File: src/rtl/csr_trap_unit.sv
// rtl/csr_trap_unit.sv - machine-mode CSR file and trap sequencer for the RV32I core
module csr_trap_unit #(
  parameter logic [31:0] MTVEC_RST = 32'h0000_0000
) (
  input  logic        clk,
  input  logic        rst,
  input  logic [31:0] instr,
  input  logic        instr_valid,
  input  logic [31:0] pc,
  input  logic [31:0] rs1_data,
  input  logic [2:0]  csr_alu_ctr,
  input  logic        csr_we,
  input  logic        irq_ext,
  output logic [31:0] csr_rdata,
  output logic        trap_valid,
  output logic [31:0] trap_pc,
  output logic        trap_squash
);

  localparam logic [11:0] A_MSTATUS  = 12'h300;
  localparam logic [11:0] A_MIE      = 12'h304;
  localparam logic [11:0] A_MTVEC    = 12'h305;
  localparam logic [11:0] A_MSCRATCH = 12'h340;
  localparam logic [11:0] A_MEPC     = 12'h341;
  localparam logic [11:0] A_MCAUSE   = 12'h342;
  localparam logic [11:0] A_MIP      = 12'h344;
  localparam logic [11:0] A_MCYCLE   = 12'hB00;
  localparam logic [11:0] A_MCYCLEH  = 12'hB80;
  localparam logic [11:0] A_CYCLE    = 12'hC00;
  localparam logic [11:0] A_CYCLEH   = 12'hC80;

  localparam logic [31:0] INSTR_ECALL = 32'h0000_0073;
  localparam logic [31:0] INSTR_MRET  = 32'h3020_0073;

  // Architectural state; low bits of mtvec/mepc are hard-wired zero so they are not stored
  logic        r_irq_s1;
  logic        r_irq_s2;
  logic        r_mie;
  logic        r_mpie;
  logic        r_meie;
  logic [29:0] r_mtvec;
  logic [29:0] r_mepc;
  logic [31:0] r_mscratch;
  logic [31:0] r_mcause;
  logic [31:0] r_mcycle;
  logic [31:0] r_mcycleh;

  logic [11:0] w_addr;
  logic [31:0] w_zimm;
  logic [31:0] w_old;
  logic [31:0] w_wdata;
  logic        w_op_ok;
  logic        w_take_int;
  logic        w_take_ecall;
  logic        w_take_mret;
  logic        w_csr_wr;
  logic        w_carry;

  assign w_addr = instr[31:20];
  assign w_zimm = {27'b0, instr[19:15]};

  // Read mux: old value of the addressed CSR, independent of instr_valid
  always_comb begin
    w_old = 32'b0;
    case (w_addr)
      A_MSTATUS:           w_old = {19'b0, 2'b11, 3'b0, r_mpie, 3'b0, r_mie, 3'b0};
      A_MIE:               w_old = {20'b0, r_meie, 11'b0};
      A_MTVEC:             w_old = {r_mtvec, 2'b00};
      A_MSCRATCH:          w_old = r_mscratch;
      A_MEPC:              w_old = {r_mepc, 2'b00};
      A_MCAUSE:            w_old = r_mcause;
      A_MIP:               w_old = {20'b0, r_irq_s2, 11'b0};
      A_MCYCLE, A_CYCLE:   w_old = r_mcycle;
      A_MCYCLEH, A_CYCLEH: w_old = r_mcycleh;
      default:             w_old = 32'b0;
    endcase
  end

  assign csr_rdata = w_old;

  // CSR ALU: new value from old value and register or immediate source
  always_comb begin
    w_op_ok = 1'b1;
    w_wdata = 32'b0;
    case (csr_alu_ctr)
      3'b010:  w_wdata = rs1_data;
      3'b100:  w_wdata = w_old | rs1_data;
      3'b001:  w_wdata = w_old & ~rs1_data;
      3'b011:  w_wdata = w_zimm;
      3'b101:  w_wdata = w_old | w_zimm;
      default: w_op_ok = 1'b0;
    endcase
  end

  // Trap arbitration: interrupt beats ecall beats mret, nothing happens while in reset
  assign w_take_int   = ~rst & instr_valid & r_irq_s2 & r_mie & r_meie;
  assign w_take_ecall = ~rst & instr_valid & ~w_take_int & (instr == INSTR_ECALL);
  assign w_take_mret  = ~rst & instr_valid & ~w_take_int & ~w_take_ecall & (instr == INSTR_MRET);

  assign trap_valid  = w_take_int | w_take_ecall | w_take_mret;
  assign trap_squash = w_take_int;
  assign trap_pc     = w_take_mret ? {r_mepc, 2'b00} : {r_mtvec, 2'b00};

  assign w_csr_wr = instr_valid & csr_we & w_op_ok & ~w_take_int;
  assign w_carry  = (r_mcycle == 32'hFFFF_FFFF);

  // State update: counter and sync flops always run; trap updates are applied last so they win
  always_ff @(posedge clk) begin
    if (rst) begin
      r_irq_s1   <= 1'b0;
      r_irq_s2   <= 1'b0;
      r_mie      <= 1'b0;
      r_mpie     <= 1'b0;
      r_meie     <= 1'b0;
      r_mtvec    <= MTVEC_RST[31:2];
      r_mepc     <= 30'b0;
      r_mscratch <= 32'b0;
      r_mcause   <= 32'b0;
      r_mcycle   <= 32'b0;
      r_mcycleh  <= 32'b0;
    end else begin
      r_irq_s1 <= irq_ext;
      r_irq_s2 <= r_irq_s1;

      if (w_csr_wr && w_addr == A_MCYCLE) r_mcycle <= w_wdata;
      else                                r_mcycle <= r_mcycle + 32'd1;

      if (w_csr_wr && w_addr == A_MCYCLEH) r_mcycleh <= w_wdata;
      else                                 r_mcycleh <= r_mcycleh + {31'b0, w_carry};

      if (w_csr_wr) begin
        case (w_addr)
          A_MSTATUS: begin
            r_mie  <= w_wdata[3];
            r_mpie <= w_wdata[7];
          end
          A_MIE:      r_meie     <= w_wdata[11];
          A_MTVEC:    r_mtvec    <= w_wdata[31:2];
          A_MSCRATCH: r_mscratch <= w_wdata;
          A_MEPC:     r_mepc     <= w_wdata[31:2];
          A_MCAUSE:   r_mcause   <= w_wdata;
          default:    ;
        endcase
      end

      if (w_take_int || w_take_ecall) begin
        r_mepc   <= pc[31:2];
        r_mcause <= w_take_int ? 32'h8000_000B : 32'd11;
        r_mpie   <= r_mie;
        r_mie    <= 1'b0;
      end else if (w_take_mret) begin
        r_mie  <= r_mpie;
        r_mpie <= 1'b1;
      end
    end
  end

endmodule

File: config.mk
export PLATFORM = sky130hd
export DESIGN_NAME = csr_trap_unit
export DESIGN_NICKNAME = d
export VERILOG_FILES = /design/src/rtl/csr_trap_unit.sv
export SDC_FILE = /design/constraint.sdc
export NUM_CORES = 1
export LEC_CHECK = 0
export ABC_AREA = 1
export CAP_MARGIN = 10
export CORE_UTILIZATION = 51
export DETAILED_ROUTE_END_ITERATION = 8
export HOLD_SLACK_MARGIN = 0.06
export PLACE_DENSITY = 0.78
export SYNTH_ARGS = -nofsm -noshare
export SYNTH_HDL_FRONTEND = slang
export SYNTH_SLANG_ARGS = --single-unit
export TNS_END_PERCENT = 50
File: constraint.sdc
create_clock -name clk -period 3.2 [get_ports clk]
set_clock_uncertainty 0.1 [all_clocks]
set_input_delay 0.48 -clock clk [delete_from_list [all_inputs] [get_ports clk]]
set_output_delay 0.48 -clock clk [all_outputs]
set_load 0.01 [all_outputs]
* Word-level counts from Yosys, hierarchy flattened
Index checks and enable logic that the tools add are counted.
Operators by class: multiplexer cells 20, reductions and logical operators 21, bitwise operators 20, equal/unequal tests 19, $add $sub $neg 2
Operator list (count):
- one-hot mux 32 bit (9 select lines) | 1
- two-way mux 32 bit | 7
- one-hot mux 32 bit (5 select lines) | 1
- two-way mux 30 bit | 3
- equality test 12 x 10 -> 1 bit, second input constant | 7
- equality test 12 bit, second input constant | 4
- adder 32 x 1 -> 32 bit | 1
- adder 32 x 1 -> 32 bit, second input constant | 1
- bitwise AND 32 bit | 1
- equality test 32 x 30 -> 1 bit, second input constant | 1
- equality test 32 bit, second input constant | 1
- equality test 32 x 7 -> 1 bit, second input constant | 1
- inverter 32 bit | 1
- OR 32 bit | 1
- OR 32 x 5 -> 32 bit | 1
- AND reduction 2 bit | 7
- bitwise AND 1 bit | 11
- nonzero test 2 bit | 5
- two-way mux 1 bit | 8
- equality test 3 x 2 -> 1 bit, second input constant | 2
- equality test 3 bit, second input constant | 2
- nonzero test 3 bit | 2
- OR reduction 2 bit | 3
- OR reduction 5 bit | 1
- other kinds (5) | 9
Word-level totals: register bits 193, word-level logic and storage cells 93, output and inout port bits 66

* Logic depth before layout (Yosys ltp)
Gate-level depths: netlist of run 1.
depth after elaboration 13, gate-level depth with buffers 22, gate-level depth less buffers 22

* Worst setup path after synthesis of run 1
OpenSTA, ideal clock, no wires.
kind register -> register, start point register r_mcycle[0], end point register r_mcycleh[20], path slack -0.248 ns, data arrival time 3.291 ns, setup time 0.058 ns, buffers on the path 0, stages on the path, launching flop included 22, path through dfxtp_1 ha_1 nand3_1 inv_1 nand4_1 nor2_1 nand3_1 nor4_1 nand3_1 nor3_1 ha_1 ha_1 nand2_1 nor2_1 nand3_1 nor3_1 nand2_1 nor3_1 nor2_1 o21ai_0 nand3_1 inv_1
On the way: word-level cells in the longest chain between the ends 3
Ends and longest elaborated chain:
- start: declaration | line 45 | logic [31:0] r_mcycle;
- start signal: assignment | line 125 | if (w_csr_wr && w_addr == A_MCYCLE) r_mcycle <= w_wdata;
- start signal: assignment | line 126 | else r_mcycle <= r_mcycle + 32'd1;
- equality test 32 bit | line 105 | assign w_carry = (r_mcycle == 32'hFFFF_FFFF);
- adder 32 x 1 -> 32 bit | line 129 | else r_mcycleh <= r_mcycleh + {31'b0, w_carry};
- two-way mux 32 bit | line 128 | if (w_csr_wr && w_addr == A_MCYCLEH) r_mcycleh <= w_wdata;
- end signal: assignment | line 128
- end signal: assignment | line 129
- end: declaration | line 46 | logic [31:0] r_mcycleh;
Every way passes these cells. A chain may end at the register's enable or synchronous reset.

* Worst setup path after layout of run 1
start point register r_mcycle[7], end point register r_mcycleh[18]
The elaborated chain is that of the path after synthesis.

==> metrics.md, run 1 <==
| Metric | Value |
|---|---|
| Yosys top cell area share | `31.1%` |
| Total Nets Final | `2546` |
| Largest family of logic cells by synthesized area | `simple AND/OR/NAND/NOR gates` |
| Post-CTS Hold Buffers | `0` |
| Final worst setup slack | `-180 ps` |
| Synth warnings | `0` |
| Htree depth | `4` |
| Grt ovf | `0` |
| Global-route wire length before repair | `between 70000 and 80000 µm` |
| Wire per inst | `18.9 µm` |
| Worst Hold Class | `flop to flop` |
| CTS buffer count | `17` |
| Synthesized instance count | `2107` |
| Clock Tree Buf Depth | `2` |
| Post-synth EDFFs | `0` |
| Max-slew headroom | `around a third` |
| Die H | `158 µm` |
| Top post-synthesis cells by count | `nand2_1 (460), inv_1 (335), nor2_1 (289)` |
| Area of the mapped netlist | `0.0124 mm²` |
| Reg-to-reg critical path startpoint | `r_mcycle[7]` |
| Clk Tree Root Cell | `clkbuf_16` |
| Post-Route Utilization | `72.0%` |
| Worst Path Arrival | `approximately 3600 ps` |
| # diodes | `0` |
| GRT Overall Usage | `41.6%` |
| Initial core utilization | `52.4%` |
| Reg2Reg Depth | `21` |
| Top-count cell post-synth | `nand2_1` |
| Fin crit share | `106%` |
| Post-Synth Simple-Gate Area | `35.8%` |
| Clock latency on the worst-skew pair | `450 ps` |
| R2r endpoint | `r_mcycleh[18]` |
| Mux share of post-synthesis cell area | `0%` |
| Worst Setup SP | `r_mcycle[7]` |
| Post-Synth Adder-Cell Area | `0.302%` |
| Vias in the first global route | `about 14000` |
| Die Wd | `158 µm` |
| Final min period | `3380 ps` |
| Slew Limit Fails | `0` |
| Area delta synth->final | `37.3%` |
| Vias/cell | `5.62` |
| Pwr dens | `308 mW/mm²` |
| Layout cells sized above 1 | `15.5%` |
| CP Capture Type | `flop` |
| Post-synth ARST share | `0%` |
| Clock-pin slew on the worst setup and hold paths | `90 ps` |
| Cell taking the most area after synthesis | `dfxtp_1` |
| Setup-failing EPs final | `25` |
| Post-synthesis sequential area ratio | `a little over 30%` |
| CP Launch Type | `flop` |
| Max VDD drop | `between 0.0003 and 0.0004 V` |
| Count of clock tree sinks | `roughly 190` |
| RSZ-0062 raised after global routing | `yes` |
| Post-layout instance area | `0.0170 mm²` |
| Core area | `around 0.024 mm²` |
| DRC violations left | `0` |
| Final wirelength | `52300 µm` |
| Failing checks | `setup timing` |
| Port Buf Inserts | `165` |
| Synth area leaders | `dfxtp_1 (31%), nand2_1 (14%), inv_1 (10%), nor2_1 (8.7%), o21ai_0 (7.8%)` |
| Number of synthesized register bits | `193` |
| Crit Path Category | `flop to flop` |
| Total of max-cap violations | `0` |
| Rows | `56` |
| CTS tree | `yes` |
| HPWL Detailed | `roughly 38000 µm` |
| Least-Margin Pin Slew | `977 ps` |
| CP Data Required Time | `3440 ps` |
| DIE AREA | `0.0250 mm²` |
| Status | `finished with violations` |
| Final Power | `5250 µW` |
| Crit Path Max Fanout | `5` |
| Antenna violations before repair | `0` |
| Crit path capture | `r_mcycleh[18]` |
| Avg Inst Size Synth | `5.89 µm²` |
| Final Hold Fails | `0` |
| Ys flop type | `dfxtp_1` |
| F_max | `296 MHz` |
| GPL Wtd Cong | `0.977` |
| Pleak | `0.00820 µW` |
| Starting DRC count in detailed routing | `about 1800` |
| Largest net degree at the start of global routing | `82` |
| Pre-antenna DRT Iters | `7` |
| # IOs | `170` |
| Post-synthesis xor/xnor area fraction | `under 10%` |
| Post-synthesis compound-gate area fraction | `approximately 16%` |
| Routed Antenna Nets | `0` |
| Unique masters post-synth | `39` |
| Vias | `15564` |
| Post-Place Cell Area | `0.0156 mm²` |
| Worst reg-to-reg setup slack | `-180 ps` |
==> power by group <==
part / internal (µW) / switching (µW)
combinational: 189 / 257
clock: 1120 / 1270
sequential: 2400 / 4.10
==> how the worst min path moves through the flow <==
stage | start | to | slack [ps] | cells past startpoint
after floorplan | r_irq_s1 | r_irq_s2 | 290 | 2
after global placement | r_irq_s1 | r_irq_s2 | 290 | 2
after detailed placement | r_irq_s1 | r_irq_s2 | 300 | 2
after CTS | r_irq_s1 | r_irq_s2 | 310 | 2
after global routing | r_irq_s1 | r_irq_s2 | 320 | 2
final | r_irq_s1 | r_irq_s2 | 320 | 2
==> flip-flops by register name (all words and copies together), names as in the netlist <==
name        flops
r_irq_s1        1
r_irq_s2        1
r_mcause       32
r_mcycle       32
r_mcycleh      32
r_meie          1
r_mepc         30
r_mie           1
r_mpie          1
r_mscratch     32
r_mtvec        30
==> through the flow <==
| stage | setup slack, ps | setup TNS, ps | hold slack (ps) | cells |
|---|---|---|---|---|
| 3_5_place_dp | -313 | -16330 | 297 | 2698 |
| 5_1_grt | -344 | -7730 | 324 | 2771 |
| 6_report | -180 | -2240 | 319 | 2771 |
| 2_1_floorplan | -13.9 | -13.9 | 288 | 2108 |
| 3_3_place_gp | -271 | -11630 | 295 | 2698 |
| 4_1_cts | -124 | -2020 | 312 | 2766 |
==> layer usage <==
| layer | global-route usage, % | part of all wire (%) | up-vias | wire, µm |
|---|---|---|---|---|
| li1 | - | - | 7368 | - |
| met1 | 56.1 | 41 | 7107 | 21700 |
| met2 | 61.7 | 42 | 925 | 21900 |
| met3 | 11.1 | 12 | 164 | 6410 |
| met4 | 18.7 | 4.5 | 0 | 2330 |
| met5 | 0 | 0 | - | 0 |
==> layout by cell type, fill, tap and decap left out, drive strengths merged, types with 7 or more instances in the layout <==
cell,instances
nor3,48
or2,10
buf,236
inv,354
dfxtp,193
xnor2,7
nand3,169
o21ai,198
nand4,41
clkdlybuf4s50,110
nand2,461
dlygate4sd2,48
clkbuf,17
o22ai,16
a21oi,169
xor2,31
nor2,300
==> layout make-up <==
class                   instances  area, µm²
clock inverters                15        223
fillers                      2075       6640
inverters                     345       1300
flip-flops and latches        193       3870
clock buffers                  17        425
multi-input cells            1482       7300
well taps                     319        399
repair buffers                400       3530
==> timing repair <==
item / 4_1_cts / 5_1_grt
endpoints found under the setup margin: 85 / 54
setup buffers: 36 / 8
resized for setup: 139 / 53
pin swaps: 24 / 25
==> worst max-delay path, cell delays in order, from the launching register on <==
cell	delay, ps
dfxtp_2	350
nand2_2	70
nor3_2	210
nand4_1	180
nor2_2	160
nand3_2	110
nor4_2	190
nand3_1	140
nor3_2	140
buf_4	140
ha_4	140
ha_4	150
nand2_4	50
nor2_4	120
nand3_4	130
nor3_4	210
nand2_2	130
buf_4	180
nor3b_2	140
o21ai_1	90
nand3_1	100
inv_1	50
==> cell families (layout without fill, tap and decap cells) <==
logic type | count (synthesis) | after routing
and+or+nand+nor | 1042 | 1042
buffers and inverters | 433 | 777
AOI/OAI and AO/OA | 397 | 397
DFF | 193 | 193
xor gates and xnor gates | 38 | 38
adders and majority gates | 3 | 3
other | 1 | 2
Power figures use the tool's default switching activity.
==> inputs of run 2 (changes only) <==
--- a/config.mk
+++ b/config.mk
@@ -11,6 +11,7 @@
 export DETAILED_ROUTE_END_ITERATION = 8
 export HOLD_SLACK_MARGIN = 0.06
 export PLACE_DENSITY = 0.78
+export SLEW_MARGIN = 20
 export SYNTH_ARGS = -nofsm -noshare
 export SYNTH_HDL_FRONTEND = slang
 export SYNTH_SLANG_ARGS = --single-unit
==> results of run 2 <==
Same layout as run 1: the final DEF is identical, and so are final timing and power.
